`config.mk`:
```
export PLATFORM = sky130hd
export DESIGN_NAME = rr_lock_arbiter
export DESIGN_NICKNAME = d
export VERILOG_FILES = /design/src/rtl/rr_lock_arbiter.sv
export SDC_FILE = /design/constraint.sdc
export NUM_CORES = 1
export LEC_CHECK = 0
export BUFFER_PORTS_ARGS = -buffer_cell sky130_fd_sc_hd__buf_2
export CORE_MARGIN = 1.5
export CORE_UTILIZATION = 35
export CTS_CLUSTER_DIAMETER = 80
export DETAILED_ROUTE_END_ITERATION = 8
export HOLD_SLACK_MARGIN = 0.12
export PLACE_DENSITY = 0.56
export SYNTH_ARGS = -nofsm -noshare
export SYNTH_HDL_FRONTEND = slang
export SYNTH_SLANG_ARGS = --single-unit
```
`constraint.sdc`:
```
create_clock -name clk -period 2 [get_ports clk]
set_clock_uncertainty 0.05 [all_clocks]
set_input_delay 0.2 -clock clk [delete_from_list [all_inputs] [get_ports clk]]
set_output_delay 0.2 -clock clk [all_outputs]
set_load 0.01 [all_outputs]
```
`src/rtl/rr_lock_arbiter.sv`:
```
// rtl/rr_lock_arbiter.sv - registered round-robin arbiter with lock-based burst chaining
module rr_lock_arbiter #(
    parameter int N_REQ     = 4,
    parameter int W_IDX     = 2,
    parameter int MAX_BURST = 4,
    parameter int W_BURST   = 3
) (
    input  logic             clk,
    input  logic             rst,
    input  logic [N_REQ-1:0] req,
    input  logic [N_REQ-1:0] lock,
    input  logic             done,
    output logic [N_REQ-1:0] gnt,
    output logic [W_IDX-1:0] gnt_idx,
    output logic             busy
);

    typedef enum logic {IDLE, GRANTED} state_t;

    state_t             state;
    logic [N_REQ-1:0]   mask;
    logic [N_REQ-1:0]   masked;
    logic [N_REQ-1:0]   src;
    logic [N_REQ-1:0]   next_mask;
    logic [W_IDX-1:0]   pick_idx;
    logic               pick_valid;
    logic               keep;
    logic [W_BURST-1:0] burst_cnt;

    // Requesters above the last winner get priority; fall back to the whole set to wrap.
    always_comb begin
        masked     = req & mask;
        src        = (masked != '0) ? masked : req;
        pick_valid = (req != '0);
        pick_idx   = '0;
        for (int i = N_REQ - 1; i >= 0; i--) begin
            if (src[i]) pick_idx = W_IDX'(i);
        end
        next_mask = '0;
        for (int i = 0; i < N_REQ; i++) begin
            next_mask[i] = (i > int'(pick_idx));
        end
    end

    assign keep = lock[gnt_idx] && req[gnt_idx] &&
                  ((MAX_BURST == 0) || (burst_cnt < W_BURST'(MAX_BURST - 1)));

    assign busy = |gnt;

    always_ff @(posedge clk) begin
        if (rst) begin
            state     <= IDLE;
            gnt       <= '0;
            gnt_idx   <= '0;
            burst_cnt <= '0;
            mask      <= '1;
        end else begin
            case (state)
                IDLE: begin
                    if (pick_valid) begin
                        state     <= GRANTED;
                        gnt       <= N_REQ'(1) << pick_idx;
                        gnt_idx   <= pick_idx;
                        burst_cnt <= '0;
                        mask      <= next_mask;
                    end
                end
                GRANTED: begin
                    if (done) begin
                        if (keep) begin
                            // Saturation only matters in unlimited mode; a finite limit stops earlier.
                            if (burst_cnt != '1) burst_cnt <= burst_cnt + W_BURST'(1);
                        end else if (pick_valid) begin
                            gnt       <= N_REQ'(1) << pick_idx;
                            gnt_idx   <= pick_idx;
                            burst_cnt <= '0;
                            mask      <= next_mask;
                        end else begin
                            state <= IDLE;
                            gnt   <= '0;
                        end
                    end
                end
                default: state <= IDLE;
            endcase
        end
    end

    a_onehot: assert property (@(posedge clk) disable iff (rst) $onehot0(gnt));
    a_index:  assert property (@(posedge clk) disable iff (rst) busy |-> gnt[gnt_idx]);
    a_stable: assert property (@(posedge clk) disable iff (rst)
                  $changed(gnt) |-> ($past(rst) || $past(done) || $past(state == IDLE)));

endmodule

```
### Word level (Yosys, flattened, before mapping)

Index checks and enable logic that the tools add are counted.

* flip-flop bits (word level): 14
* bits in latches: 0
* bits in writable memories: 0
* bits in read-only memories: 0
* output and inout bits: 7
* logic and storage cells: 58
* memories kept: 0

* add/subtract/negate cells: 1
* multipliers: 0
* div/mod/pow operators: 0
* order comparisons: 5
* eq/ne operators: 5
* shift operators: 1
* muxes and demuxes: 31
* bitwise logic cells: 2
* reductions and logical operators: 8

Operators with widths (number)
* 2-to-1 mux 4 bit: 8
* case mux 4 bit (2 select lines): 2
* 2-to-1 mux 2 bit: 7
* 2-to-1 mux 3 bit: 4
* nonzero test 4 bit: 2
* != test 2 bit, second input constant: 3
* case mux 3 bit (2 select lines): 1
* 2-to-1 mux 1 bit: 5
* bitwise AND 4 bit: 1
* binary-select mux 1 bit (select 2 bit): 2
* > comparator 2 bit, first input constant: 2
* case mux 2 bit (2 select lines): 1
* AND reduction 2 bit: 2
* OR reduction 4 bit: 1
* << shifter 1 x 2 -> 4 bit, first input constant: 1
* adder 3 x 1 -> 3 bit, second input constant: 1
* < comparator 2 x 3 -> 1 bit, second input constant: 1
* < comparator 3 x 2 -> 1 bit, second input constant: 1
* != test 3 x 2 -> 1 bit, second input constant: 1
* != test 3 bit, second input constant: 1
* AND reduction 3 bit: 1
* > comparator 1 x 2 -> 1 bit, first input constant: 1
* logical AND 1 bit: 2
* case mux 1 bit (2 select lines): 1
* inverter 1 bit: 1

### Depth between registers and ports, before layout

* depth after elaboration: 12
* mapped depth: 6

### Least setup slack after synthesis

Ideal clock, no wire load.

* kind: reg2reg
* from: register gnt_idx[0]
* to: register mask[3]
* library setup time: 0.125 ns
* data arrival time: 1.283 ns
* setup slack: 0.542 ns
* cell stages (with the launch flop): 6
* cell sequence: dfxtp_1 > o211ai_2 > a31o_4 > buf_8 > nor4_4 > a21oi_1

* longest elaborated chain between the ends: 6
* elaborated cells between the ends (all ways): 8

Ends and longest elaborated chain
* from (decl): RTL line 14 `output logic [W_IDX-1:0] gnt_idx,`
* from (signal assigned): RTL line 63 `gnt_idx <= pick_idx;`
* from (signal assigned): RTL line 75 `gnt_idx <= pick_idx;`
* binary-select mux 1 bit (select 2 bit): RTL line 45 `assign keep = lock[gnt_idx] && req[gnt_idx] &&`
* 2-to-1 mux 1 bit (not written as such): RTL line 45
* logical AND 1 bit * (2 in a row): RTL line 45
* != test 2 bit (no source line) *
* AND reduction 2 bit (no source line) *
* to (signal assigned): RTL line 65 `mask <= next_mask;`
* to (signal assigned): RTL line 77 `mask <= next_mask;`
* to (decl): RTL line 21 `logic [N_REQ-1:0] mask;`

Mark *: on every way between the ends. The rest lies on a longest branch, timed or not. The select of a mux whose other input is x is not followed.
A chain may end at the register's enable or synchronous reset.

### Worst setup path after layout

* from: register mask[2]
* to: register mask[3]

* longest elaborated chain between the ends: 12

Ends and longest elaborated chain
* bitwise AND 4 bit *: RTL line 32 `masked = req & mask;`
* nonzero test 4 bit: RTL line 33 `src = (masked != '0) ? masked : req;`
* 2-to-1 mux 4 bit *: RTL line 33
* 2-to-1 mux 2 bit (3 in a row): RTL line 37 `if (src[i]) pick_idx = W_IDX'(i);`
* 2-to-1 mux 2 bit *: RTL line 37
* > comparator 2 bit *: RTL line 41 `next_mask[i] = (i > int'(pick_idx));`
* 2-to-1 mux 4 bit *: RTL line 60, 73
* 2-to-1 mux 4 bit: RTL line 70 `if (keep) begin`
* 2-to-1 mux 4 bit: RTL line 69 `if (done) begin`
* case mux 4 bit (2 select lines) *: RTL line 58 `case (state)`

Marked as above.

==> metrics.md <==
| Metric | Value |
|---|---|
| Status | complete, no violations |
| Crit path largest cell delay | 370 ps |
| R2R Path End | mask[3] |
| Min Tclk post-route | 1570 ps |
| Setup Viol. Count Final | 0 |
| Vias in the first global route | 685 |
| Hold EP | gnt_idx[0] |
| RSZ-0062 raised after global routing | no |
| Final Cell Area | 931 µm² |
| Psw | 200 µW |
| P per Cell Area | 728 nW/µm² |
| WS Path Type | register to register |
| Reg-to-reg slack, setup | 430 ps |
| DR pass1 iterations | 4 |
| Clk slew on worst S/H paths | 90 ps |
| CTS tree | built |
| DRC | 0 |
| Crit end category | register |
| Flop pwr share | 47.2% |
| Share of post-route cells with drive strength above 1 | 34.7% |
| Synthesized Nets | 95 |
| Layout Nets | 115 |
| Final core utilization | 42.5% |
| Hold Path Origin | rst |
| Final Hold Viols | 0 |
| WHS | 223 ps |
| Hpwl dp | 1300 µm |
| H-tree Lvls | 1 |
| Ports | 18 |
| First-pass GRT wire length | 3050 µm |
| Final ANT Viol Nets | 0 |
| CTS root buffer | clkbuf_4 |
| Setup bufs post-CTS | 0 |
| Global route overflow | 0 |
| Worst slew margin | 58.3% |
| Placed inst area | 895 µm² |
| Ys flop type | dfxtp_1 |
| Internal power | 477 µW |
| Yosys warns | 0 |
| Final WS setup | 430 ps |
| Fillers | 232 |
| Startpoint types | register |
| Pins Over Slew Limit | 0 |
| Port buffer count | 17 |
| Most common cell after layout, fill and taps aside | buf_2 |
| Yosys cell types | 39 |
| Max Freq | 0.637 GHz |
| Routed wire length | 1690 µm |
| Sw Ratio | 29.6% |
| Height of the die | 50.9 µm |
| Asr flop ratio synth | 0% |
| WP data required | 2120 ps |
| Crit-path slowest cell | dfxtp_1 |
| Reg2Reg Depth | 5 |
| Clk buf depth | 2 |
| Die footprint | 2590 µm² |
| Gate count of the mapped netlist | 82 |
| Initial DRC count | 15 |
| Crit path cell chain | nand2b_1 -> a21boi_0 -> o221ai_1 -> nor4_4 -> a21oi_1 |
| Core Area | 2190 µm² |
| Largest net degree at the start of global routing | 13 |
| CTS Hold Buffers Added | 0 |
| Setup slack after placement | 328 ps |
| Max_cap viols | 0 |
| Logic pwr share | 22.9% |
| Average cell area after synthesis | 9.80 µm² |
| Clock power frac | 29.9% |
| Worst-skew pair later-pin latency | 280 ps |
| Worst-margin pin slew | 625 ps |
| Critical Path AT | 1690 ps |
| Clk sinks | 14 |
| Ant diodes | 0 |
| Total GRT Usage | 15.7% |
| Setup TNS | 0 ps |
| Max VDD drop | 491 µV |
| Maximum fanout along the worst path | 6 |
| Post-synthesis sequential area ratio | 34.9% |
| Crit share post-route | 78.5% |
| Origin of the critical flop-to-flop path | mask[2] |
| Chip Width | 50.9 µm |
| FF+latch count, synth | 14 |
| Wirelength per Cell | 13.1 µm |
| TritonCTS buffer count | 3 |
| Post-synth EDFFs | 0 |
| Leakage | 0.000400 µW |
| Hold WC Path Type | input port to register |
| Initial antenna violation count | 0 |
| Layout area overhead | 15.9% |
| Initial Utilization | 36.7% |
| # rows | 17 |
| Syn Std Cell Area | 803 µm² |
| Commonest cells after routing, fill and taps aside | buf_2, dfxtp_1, nand2_1 |
| Worst hold path depth | 2 |
| Gates resized, CTS repair | 0 |
| DR vias/cell | 5.34 |
| Final weighted congestion in routability-driven placement | 0.739 |
| Vias | 689 |
==> layout make-up <==
class,count,area [µm²],share of cell area (%)
Clock buffer,4,36.3,3.90
Multi-Input combinational cell,62,478,51.3
Timing Repair Buffer,17,85.1,9.14
Sequential cell,14,280,30.1
Tap cell,28,35.0,3.76
Inverter,4,16.3,1.75
==> flip-flops by register name, indices dropped and copies added, names as in the netlist <==
register and cells:
state 1, burst_cnt 3, gnt 4, gnt_idx 2, mask 4
==> kinds of logic after synthesis <==
logic type / Yosys count / share of synthesized area (%)
simple gates: 27 / 20.2
buf+inv: 6 / 5.61
compound gates: 30 / 32.1
mux: 3 / 4.05
fa+ha+maj: 2 / 3.11
flops: 14 / 34.9
==> through the flow <==
step                      total power, µW  std cells
final                                 677        129
after global placement                480        125
after detailed placement              482        125
after CTS                             686        129
after floorplan                       438         82
after global routing                  725        129
==> power groups by stage <==
stage                     logic [µW]  clock network [µW]  registers (µW)
after floorplan                  112                   0             326
after global placement           154                   0             325
after detailed placement         156                   0             326
after CTS                        156                 211             320
after global routing             172                 229             323
final                            155                 202             320
==> synth_stat cells (2+ instances only) <==
cell type,number,share of area (%)
a32o_1,2,2.5
nand2_1,11,5.1
o21a_1,2,1.9
a22oi_1,3,2.8
inv_1,3,1.4
a22o_1,3,3.3
nor2_1,3,1.4
o21ai_0,3,1.9
nand3_1,3,1.9
ha_1,2,3.1
a21oi_1,4,2.5
o211ai_2,3,4.7
dfxtp_1,14,35
==> how the worst max path moves through the flow <==
stage          startpoint  slack [ps]            to  cells after the start
2_1_floorplan  gnt_idx[0]         540       mask[3]                      5
3_3_place_gp       req[3]         380    gnt_idx[1]                      6
3_5_place_dp       req[3]         330    gnt_idx[1]                      6
4_1_cts             state         410  burst_cnt[0]                      5
5_1_grt           mask[2]         270       mask[3]                      5
6_report          mask[2]         430       mask[3]                      5
==> critical path, delay by kind of cell, from the launching register on <==
family             cells  cell delay (ps)
and+or+nand+nor        2              480
AOI/OAI and AO/OA      3              550
DFF                    1              370
==> routing by layer <==
layer	part of all wire [%]	global-route usage, %
met1	47	19.3
met2	48	25.1
met3	4.2	5.56
met4	1.0	5.41
met5	0	0
Note: power is estimated with default switching activity, not from simulation.
